<file path="src/rtl/instr_prefetch_unit.sv">
// rtl/instr_prefetch_unit.sv - variable-latency instruction fetch with prefetch FIFO and jump redirect
module instr_prefetch_unit #(
  parameter int          DEPTH    = 4,
  parameter logic [31:0] RESET_PC = 32'd0
) (
  input  logic        clk,
  input  logic        reset,
  input  logic        jump,
  input  logic [31:0] jump_addr,
  input  logic        stall,
  output logic        bus_start,
  output logic [31:0] bus_addr,
  input  logic [31:0] bus_q,
  input  logic        bus_done,
  output logic [31:0] instr_out,
  output logic [31:0] pc4_out,
  output logic        valid_out
);

  localparam int AW = $clog2(DEPTH);
  localparam int CW = AW + 1;

  typedef enum logic {
    S_IDLE = 1'b0,
    S_WAIT = 1'b1
  } state_t;

  state_t        state_q;
  logic [31:0]   fetch_pc_q;
  logic [31:0]   bus_addr_q;
  logic          discard_q;

  logic [31:0]   instr_mem_q [DEPTH];
  logic [31:0]   pc4_mem_q   [DEPTH];
  logic [AW-1:0] wr_ptr_q, wr_ptr_d;
  logic [AW-1:0] rd_ptr_q, rd_ptr_d;
  logic [CW-1:0] count_q, count_d;

  logic          empty, full;
  logic          issue, push, pop;
  logic [31:0]   fetch_pc_inc;

  assign fetch_pc_inc = fetch_pc_q + 32'd4;
  assign empty        = (count_q == '0);
  assign full         = (count_q == CW'(DEPTH));

  // The request strobe is decoded from state: a jump in the same cycle must suppress it.
  assign issue = reset && (state_q == S_IDLE) && !jump && !full;
  assign pop   = !jump && !empty && !stall;
  assign push  = !jump && (state_q == S_WAIT) && bus_done && !discard_q && (!full || pop);

  always_comb begin
    wr_ptr_d = wr_ptr_q;
    rd_ptr_d = rd_ptr_q;
    count_d  = count_q;
    if (jump) begin
      wr_ptr_d = '0;
      rd_ptr_d = '0;
      count_d  = '0;
    end else begin
      if (push) wr_ptr_d = wr_ptr_q + AW'(1);
      if (pop)  rd_ptr_d = rd_ptr_q + AW'(1);
      count_d = count_q + CW'(push) - CW'(pop);
    end
  end

  // bus_addr_q mirrors fetch_pc_q in IDLE and is frozen while a request is outstanding.
  always_ff @(posedge clk or negedge reset) begin
    if (!reset) begin
      state_q    <= S_IDLE;
      fetch_pc_q <= RESET_PC;
      bus_addr_q <= RESET_PC;
      discard_q  <= 1'b0;
    end else if (jump) begin
      fetch_pc_q <= jump_addr;
      if ((state_q == S_WAIT) && !bus_done) begin
        discard_q <= 1'b1;
      end else begin
        state_q    <= S_IDLE;
        discard_q  <= 1'b0;
        bus_addr_q <= jump_addr;
      end
    end else begin
      case (state_q)
        S_IDLE: begin
          if (issue) state_q <= S_WAIT;
        end
        S_WAIT: begin
          if (bus_done) begin
            state_q   <= S_IDLE;
            discard_q <= 1'b0;
            if (!discard_q) begin
              fetch_pc_q <= fetch_pc_inc;
              bus_addr_q <= fetch_pc_inc;
            end else begin
              bus_addr_q <= fetch_pc_q;
            end
          end
        end
        default: state_q <= S_IDLE;
      endcase
    end
  end

  always_ff @(posedge clk or negedge reset) begin
    if (!reset) begin
      wr_ptr_q <= '0;
      rd_ptr_q <= '0;
      count_q  <= '0;
    end else begin
      wr_ptr_q <= wr_ptr_d;
      rd_ptr_q <= rd_ptr_d;
      count_q  <= count_d;
    end
  end

  always_ff @(posedge clk) begin
    if (push) begin
      instr_mem_q[wr_ptr_q] <= bus_q;
      pc4_mem_q[wr_ptr_q]   <= fetch_pc_inc;
    end
  end

  assign bus_start = issue;
  assign bus_addr  = bus_addr_q;
  assign valid_out = !empty;
  assign instr_out = empty ? 32'd0 : instr_mem_q[rd_ptr_q];
  assign pc4_out   = empty ? 32'd0 : pc4_mem_q[rd_ptr_q];

endmodule

</file>
<file path="config.mk">
export PLATFORM = sky130hd
export DESIGN_NAME = instr_prefetch_unit
export DESIGN_NICKNAME = d
export VERILOG_FILES = /design/src/rtl/instr_prefetch_unit.sv
export SDC_FILE = /design/constraint.sdc
export NUM_CORES = 1
export LEC_CHECK = 0
export BUFFER_PORTS_ARGS = -buffer_cell sky130_fd_sc_hd__buf_2
export CORE_ASPECT_RATIO = 0.7
export CORE_MARGIN = 3
export CORE_UTILIZATION = 30
export DETAILED_ROUTE_END_ITERATION = 10
export PLACE_DENSITY = 0.49
export REMOVE_ABC_BUFFERS = 1
export SLEW_MARGIN = 30
export SYNTH_ARGS = -nofsm -noshare
export SYNTH_HDL_FRONTEND = slang
export SYNTH_SLANG_ARGS = --single-unit
</file>
<file path="constraint.sdc">
create_clock -name clk -period 6.82 [get_ports clk]
set_input_delay 1.364 -clock clk [delete_from_list [all_inputs] [get_ports clk]]
set_output_delay 1.364 -clock clk [all_outputs]
set_load 0.02 [all_outputs]
</file>
==> results of run 1 <==
routing by layer:
layer	up-vias	track usage [%]
li1	3785	-
met1	4262	22.1
met2	197	22.4
met3	37	3.00
met4	0	2.85
met5	-	0
sequential cells by signal, indices dropped and copies added, names as in the netlist:
| register | cells |
|---|---|
| fetch_pc_q | 32 |
| wr_ptr_q | 2 |
| pc4_mem_q | 128 |
| instr_mem_q | 128 |
| bus_addr | 32 |
| discard_q | 1 |
| count_q | 3 |
| state_q | 1 |
| rd_ptr_q | 2 |
where the power goes:
| part | switching [mW] | total [mW] | leakage, nW | internal [mW] |
|---|---|---|---|---|
| registers | 0.189 | 2.49 | 3.19 | 2.30 |
| logic | 0.789 | 1.32 | 2.28 | 0.532 |
| clock network | 0.782 | 1.86 | 0.552 | 1.08 |
| total | 1.76 | 5.67 | 6.02 | 3.91 |
synth_stat cells (3+ instances only):
cell        n  share of area (%)
nand3_1    24               0.83
xor2_1     48                2.9
nor2b_1     3               0.13
o21ai_0    31                1.1
clkbuf_1   23               0.60
nor2_1     44                1.1
nor3_1     10               0.35
and3_1      4               0.17
inv_1       9               0.23
mux2i_1     4               0.28
edfxtp_1  256                 53
nand2_1    66                1.7
a31oi_1     4               0.17
nand4_1    19               0.82
xnor2_1    35                2.1
mux2_2     16                1.2
mux4_2     64                 10
dfrtp_1    73                 13
and2_1     70                3.0
ha_1        7               0.61
buf_1       5               0.13
buf_4       9               0.47
nand2b_1    4               0.17
nand4_4     3               0.44
a21oi_1    10               0.35
or3_1       6               0.26
o221ai_1   12               0.73
buf_2      26               0.90
o21ai_1    11               0.38
logic make-up (layout without fill, tap and decap cells):
family	Yosys count	count (layout)	synth area share [%]
and+or+nand+nor	276	276	10.9
AOI/OAI and AO/OA	78	78	3.35
DFF	329	329	65.9
adders and majority gates	8	8	0.746
buffers and inverters	76	251	2.56
muxes	84	84	11.5
xor gates and xnor gates	83	83	5.04
layout make-up:
cell class / instances / share of cell area [%]
clock inverters: 7 / 0.295
flip-flops and latches: 329 / 56.2
repair buffers: 178 / 5.57
clock buffers: 57 / 6.33
multi-input cells: 529 / 26.9
well taps: 612 / 4.52
inverters: 9 / 0.199
worst paths after layout:
check | startpoint | to | slack, ps
max reg2reg | discard_q | instr_mem_q[3][25] | 3590
max | rd_ptr_q[0] | pc4_out[19] | 2270
min reg2reg | bus_addr[4] | bus_addr[4] | 480
max in group asynchronous | reset | rd_ptr_q[1] | 4900
min | bus_addr[4] | bus_addr[4] | 480
min in group asynchronous | reset | bus_addr[21] | 730
worst max-delay path, cell delays in order, from the launching register on:
cell     delay (ps)
dfrtp_4        1010
buf_4           650
mux4_2          640
and2_1          180
buf_2           150
per-stage QoR:
step           cells  util, %  total power [mW]  hold slack (ps)
2_1_floorplan    867        -              3.34              472
3_3_place_gp    1656     33.6              3.88              464
3_5_place_dp    1657     33.7              3.89              468
4_1_cts         1721     36.1              5.78              487
5_1_grt         1721     36.1              5.97              504
6_report        1721     36.1              5.67              484
==> results.py, run 1 <==
metrics = {
    "outcome": {
        "status": "complete, no violations",
    },
    "clock_network": {
        "post_cts_buffers": 0,
        "clk_pin_slew_worst_paths_ps": 60,
        "postCtsHoldBufs": 0,
        "cts-htree-levels": 2,
        "clk_latency_ps": 530,
        "max-clock-path-buffers": 3,
        "cts_buffers": 35,
        "cts_root_buf": "clkbuf_16",
        "clock-sinks": 329,
        "cts_resized": 0,
        "cts_tree": "done",
    },
    "final_layout": {
        "layout_commonest_cell": "edfxtp_1",
        "final_layout_size_suffix_gt1_share_pct": 30.4,
        "fin_area_sq_um": 17000,
        "layout_common_cells": "edfxtp_1 (256), buf_2 (165), dfrtp_1 (70)",
        "area_delta_synth_final_pct": 17.5,
        "seq_area_sq_um": 9520,
        "fillCellCount": 4560,
        "antenna_cells": 0,
        "finish.net_count": 1159,
        "multi_input_area_sq_um": 4560,
    },
    "yosys": {
        "synth_cell_type_count": 56,
        "synth_edf_count": 256,
        "syn_area_sq_um": 14400,
        "postSynthCellCount": 934,
        "synth_warnings": 0,
        "avgSynthCellArea_sq_um": 15.4,
        "ys_seq_area_share_pct": 65.9,
        "synth_ff_type": "edfxtp_1",
        "synth-seq-cells": 329,
        "async_reset_ff_share_pct": 22.2,
    },
    "power_and_ir_drop": {
        "power_leakage_nw": 6.02,
        "p_per_area_nw_per_um2": 335,
        "vdd_drop_max_mv": 0.165,
    },
    "sta": {
        "fin_tns_setup_ps": 0,
        "finClkSkew_ps": 23.7,
        "worst_pin_slew_ps": 894,
        "min_period_ps": 4550,
        "max_slew_margin_pct": 40.1,
        "hold_viol": 0,
        "finalSetupViolCount": 0,
        "setup_slack_ps": 2270,
        "final.period_utilization_pct": 66.8,
        "fmaxAchievable_mhz": 220,
        "slew_viol_final": 0,
        "rsz0062_at_grt": "no",
    },
    "routing": {
        "ant_nets": 0,
        "met2_length_mm": 16.7,
        "wl_met3_mm": 1.74,
        "drt_iter0_drc": 529,
        "route.detailed.drc": 0,
        "vias": 8281,
        "via_per_inst": 4.81,
        "wire_per_inst_microns": 21.6,
        "dr.pass1.iters": 5,
        "top_layer": "met4",
        "wl_mm": 37.2,
        "wl_met1_mm": 18.3,
    },
    "global_route": {
        "track_usage_pct": 14.8,
        "grt_pass1_wl_mm": 56.5,
        "grt_max_degree": 66,
        "antenna_found_initial": 0,
        "grt_pass1_vias": 8870,
        "overflow": 0,
    },
    "die": {
        "initial_core_util_pct": 30.7,
        "io-pin-count": 167,
        "rows": 66,
        "dieWidth_microns": 268,
        "core_area_sq_um": 47000,
        "fp.dieH_microns": 189,
        "fp.dieArea_sq_um": 50800,
    },
    "placement": {
        "place_congestion": 0.772,
        "placed_cell_area_sq_um": 15800,
        "dp_hpwl_mm": 24.0,
        "place_ws_ps": 2690,
        "port_buffers": 166,
    },
    "setup_path": {
        "r2r_cells": 5,
        "start_kind": "flop",
        "crit_required_ps": 5460,
        "crit_arrival_ps": 3190,
        "worstPathMaxFanout": 38,
        "end_kind": "output port",
        "criticalPathCategory": "flop to output port",
    },
    "hold_path": {
        "hp-class": "flop to flop",
        "worstHoldPathCells": 2,
    },
    "flow_run": {
        "maxCapViolations": 0,
    },
}
Power figures use the tool's default switching activity.
==> run 2, diff against run 1 <==
- PLACE_DENSITY: 0.49 -> 0.5
- clock period: 6.82 -> 3.7 ns (I/O delays scaled with it)
==> run 2 against run 1 <==
Effect of this change:
- non-clock buffer count grew 18
- clock-buffer cell count shrank 6
- register-to-register slack got worse by 2500 ps
- sequential power is 81% higher
- die area unchanged
- global-route usage about the same
- total power rose by 84%
- sequential cell count is the same
- combinational power increased by 95%
==> results.py, run 2 (synthesis gave the netlist of run 1 again) <==
metrics = {
    "outcome": {
        "status": "complete, no violations",
    },
    "global_route": {
        "grt_pass1_vias": 8744,
        "grt_pass1_wl_mm": 56.2,
        "grt_max_degree": 59,
        "track_usage_pct": 14.8,
        "antenna_found_initial": 0,
        "overflow": 0,
    },
    "power_and_ir_drop": {
        "vdd_drop_max_mv": 0.280,
        "p_per_area_nw_per_um2": 609,
        "finalPower_mw": 10.5,
        "power_leakage_nw": 6.14,
    },
    "routing": {
        "dr.pass1.iters": 5,
        "vias": 8325,
        "drt_iter0_drc": 544,
        "ant_nets": 0,
        "via_per_inst": 4.78,
        "wl_mm": 37.3,
        "wire_per_inst_microns": 21.4,
        "route.detailed.drc": 0,
    },
    "placement": {
        "placedCellCount": 1675,
        "port_buffers": 166,
        "place_congestion": 0.778,
        "dp_hpwl_mm": 25.2,
    },
    "setup_path": {
        "criticalPathCategory": "flop to output port",
        "crit_arrival_ps": 2410,
        "start_kind": "flop",
        "crit_required_ps": 2960,
        "worstPathMaxFanout": 31,
        "end_kind": "output port",
    },
    "clock_network": {
        "cts_buffers": 36,
        "clock-sinks": 329,
        "clk_pin_slew_worst_paths_ps": 60,
        "cts_root_buf": "clkbuf_16",
        "cts-htree-levels": 2,
        "postCtsHoldBufs": 0,
        "post_cts_buffers": 0,
        "cts_tree": "done",
        "max-clock-path-buffers": 3,
        "clk_latency_ps": 530,
        "cts_resized": 0,
    },
    "die": {
        "fp.dieArea_sq_um": 50800,
        "initial_core_util_pct": 30.7,
        "core_area_sq_um": 47000,
        "fp.dieH_microns": 189,
        "io-pin-count": 167,
        "rows": 66,
        "dieWidth_microns": 268,
    },
    "final_layout": {
        "multi_input_area_sq_um": 4560,
        "stdcell_count": 1740,
        "final_layout_size_suffix_gt1_share_pct": 31.3,
        "antenna_cells": 0,
        "final_util_pct": 36.6,
        "fillCellCount": 4515,
        "layout_commonest_cell": "edfxtp_1",
        "finish.net_count": 1178,
        "area_delta_synth_final_pct": 19.0,
        "seq_area_sq_um": 9520,
        "layout_common_cells": "edfxtp_1 (256), buf_2 (165), dfrtp_1 (71)",
        "largestRegisters": "instr_mem_q (128), pc4_mem_q (128)",
    },
    "sta": {
        "rsz0062_at_grt": "no",
        "hold_viol": 0,
        "finClkSkew_ps": 23.7,
        "min_period_ps": 3150,
        "worst_pin_slew_ps": 819,
        "slew_viol_final": 0,
        "finalSetupViolCount": 0,
        "fmaxAchievable_mhz": 317,
        "final.period_utilization_pct": 85.2,
        "fin_tns_setup_ps": 0,
        "hold_slack_ps": 81.4,
        "max_slew_margin_pct": 45.1,
    },
    "hold_path": {
        "hp-class": "input port to async pin",
    },
    "flow_run": {
        "maxCapViolations": 0,
    },
}
## run 2: through the flow
stage	instance area [sq um]	setup WS, ps
floorplan	14100	-516
global placement	16100	673
detailed placement	16100	670
CTS	17200	458
global route	17200	419
finish	17200	546
## run 2: power breakdown
group	leakage [nW]	internal (mW)	switching, mW
clock network	0.541	1.93	1.45
registers	3.19	4.24	0.264
logic	2.40	1.05	1.53
total	6.14	7.21	3.24
## run 2: layout make-up
class	instances	area share, %
Tap cell	612	4.46
Sequential cell	329	55.4
Clock inverter	14	0.459
Clock buffer	51	5.93
Timing Repair Buffer	196	6.96
Inverter	9	0.197
Multi-Input combinational cell	529	26.5
## run 2: worst paths after layout
check                            startpoint                  to  slack (ps)  cells past startpoint
worst max-delay path            rd_ptr_q[1]        instr_out[0]         550                      4
worst min-delay path                  reset        bus_addr[27]          80                      1
worst max register to register    discard_q          count_q[2]        1070                     11
worst min register to register  bus_addr[5]         bus_addr[5]         480                      2
max in group asynchronous             reset         rd_ptr_q[1]        2470                      2
min in group clk                  bus_q[29]  instr_mem_q[2][29]         420                      1
## run 2: routing by layer
layer / routed length [microns] / global-route usage [%]
met3: 2120 / 3.12
met2: 16600 / 22.4
met4: 546 / 2.95
met1: 18000 / 21.9
met5: 0 / 0
## run 2: worst max-delay path, cell delays in order (launching register included)
cell	delay (ps)
dfrtp_4	830
buf_4	360
mux4_2	330
and2_1	190
buf_2	160
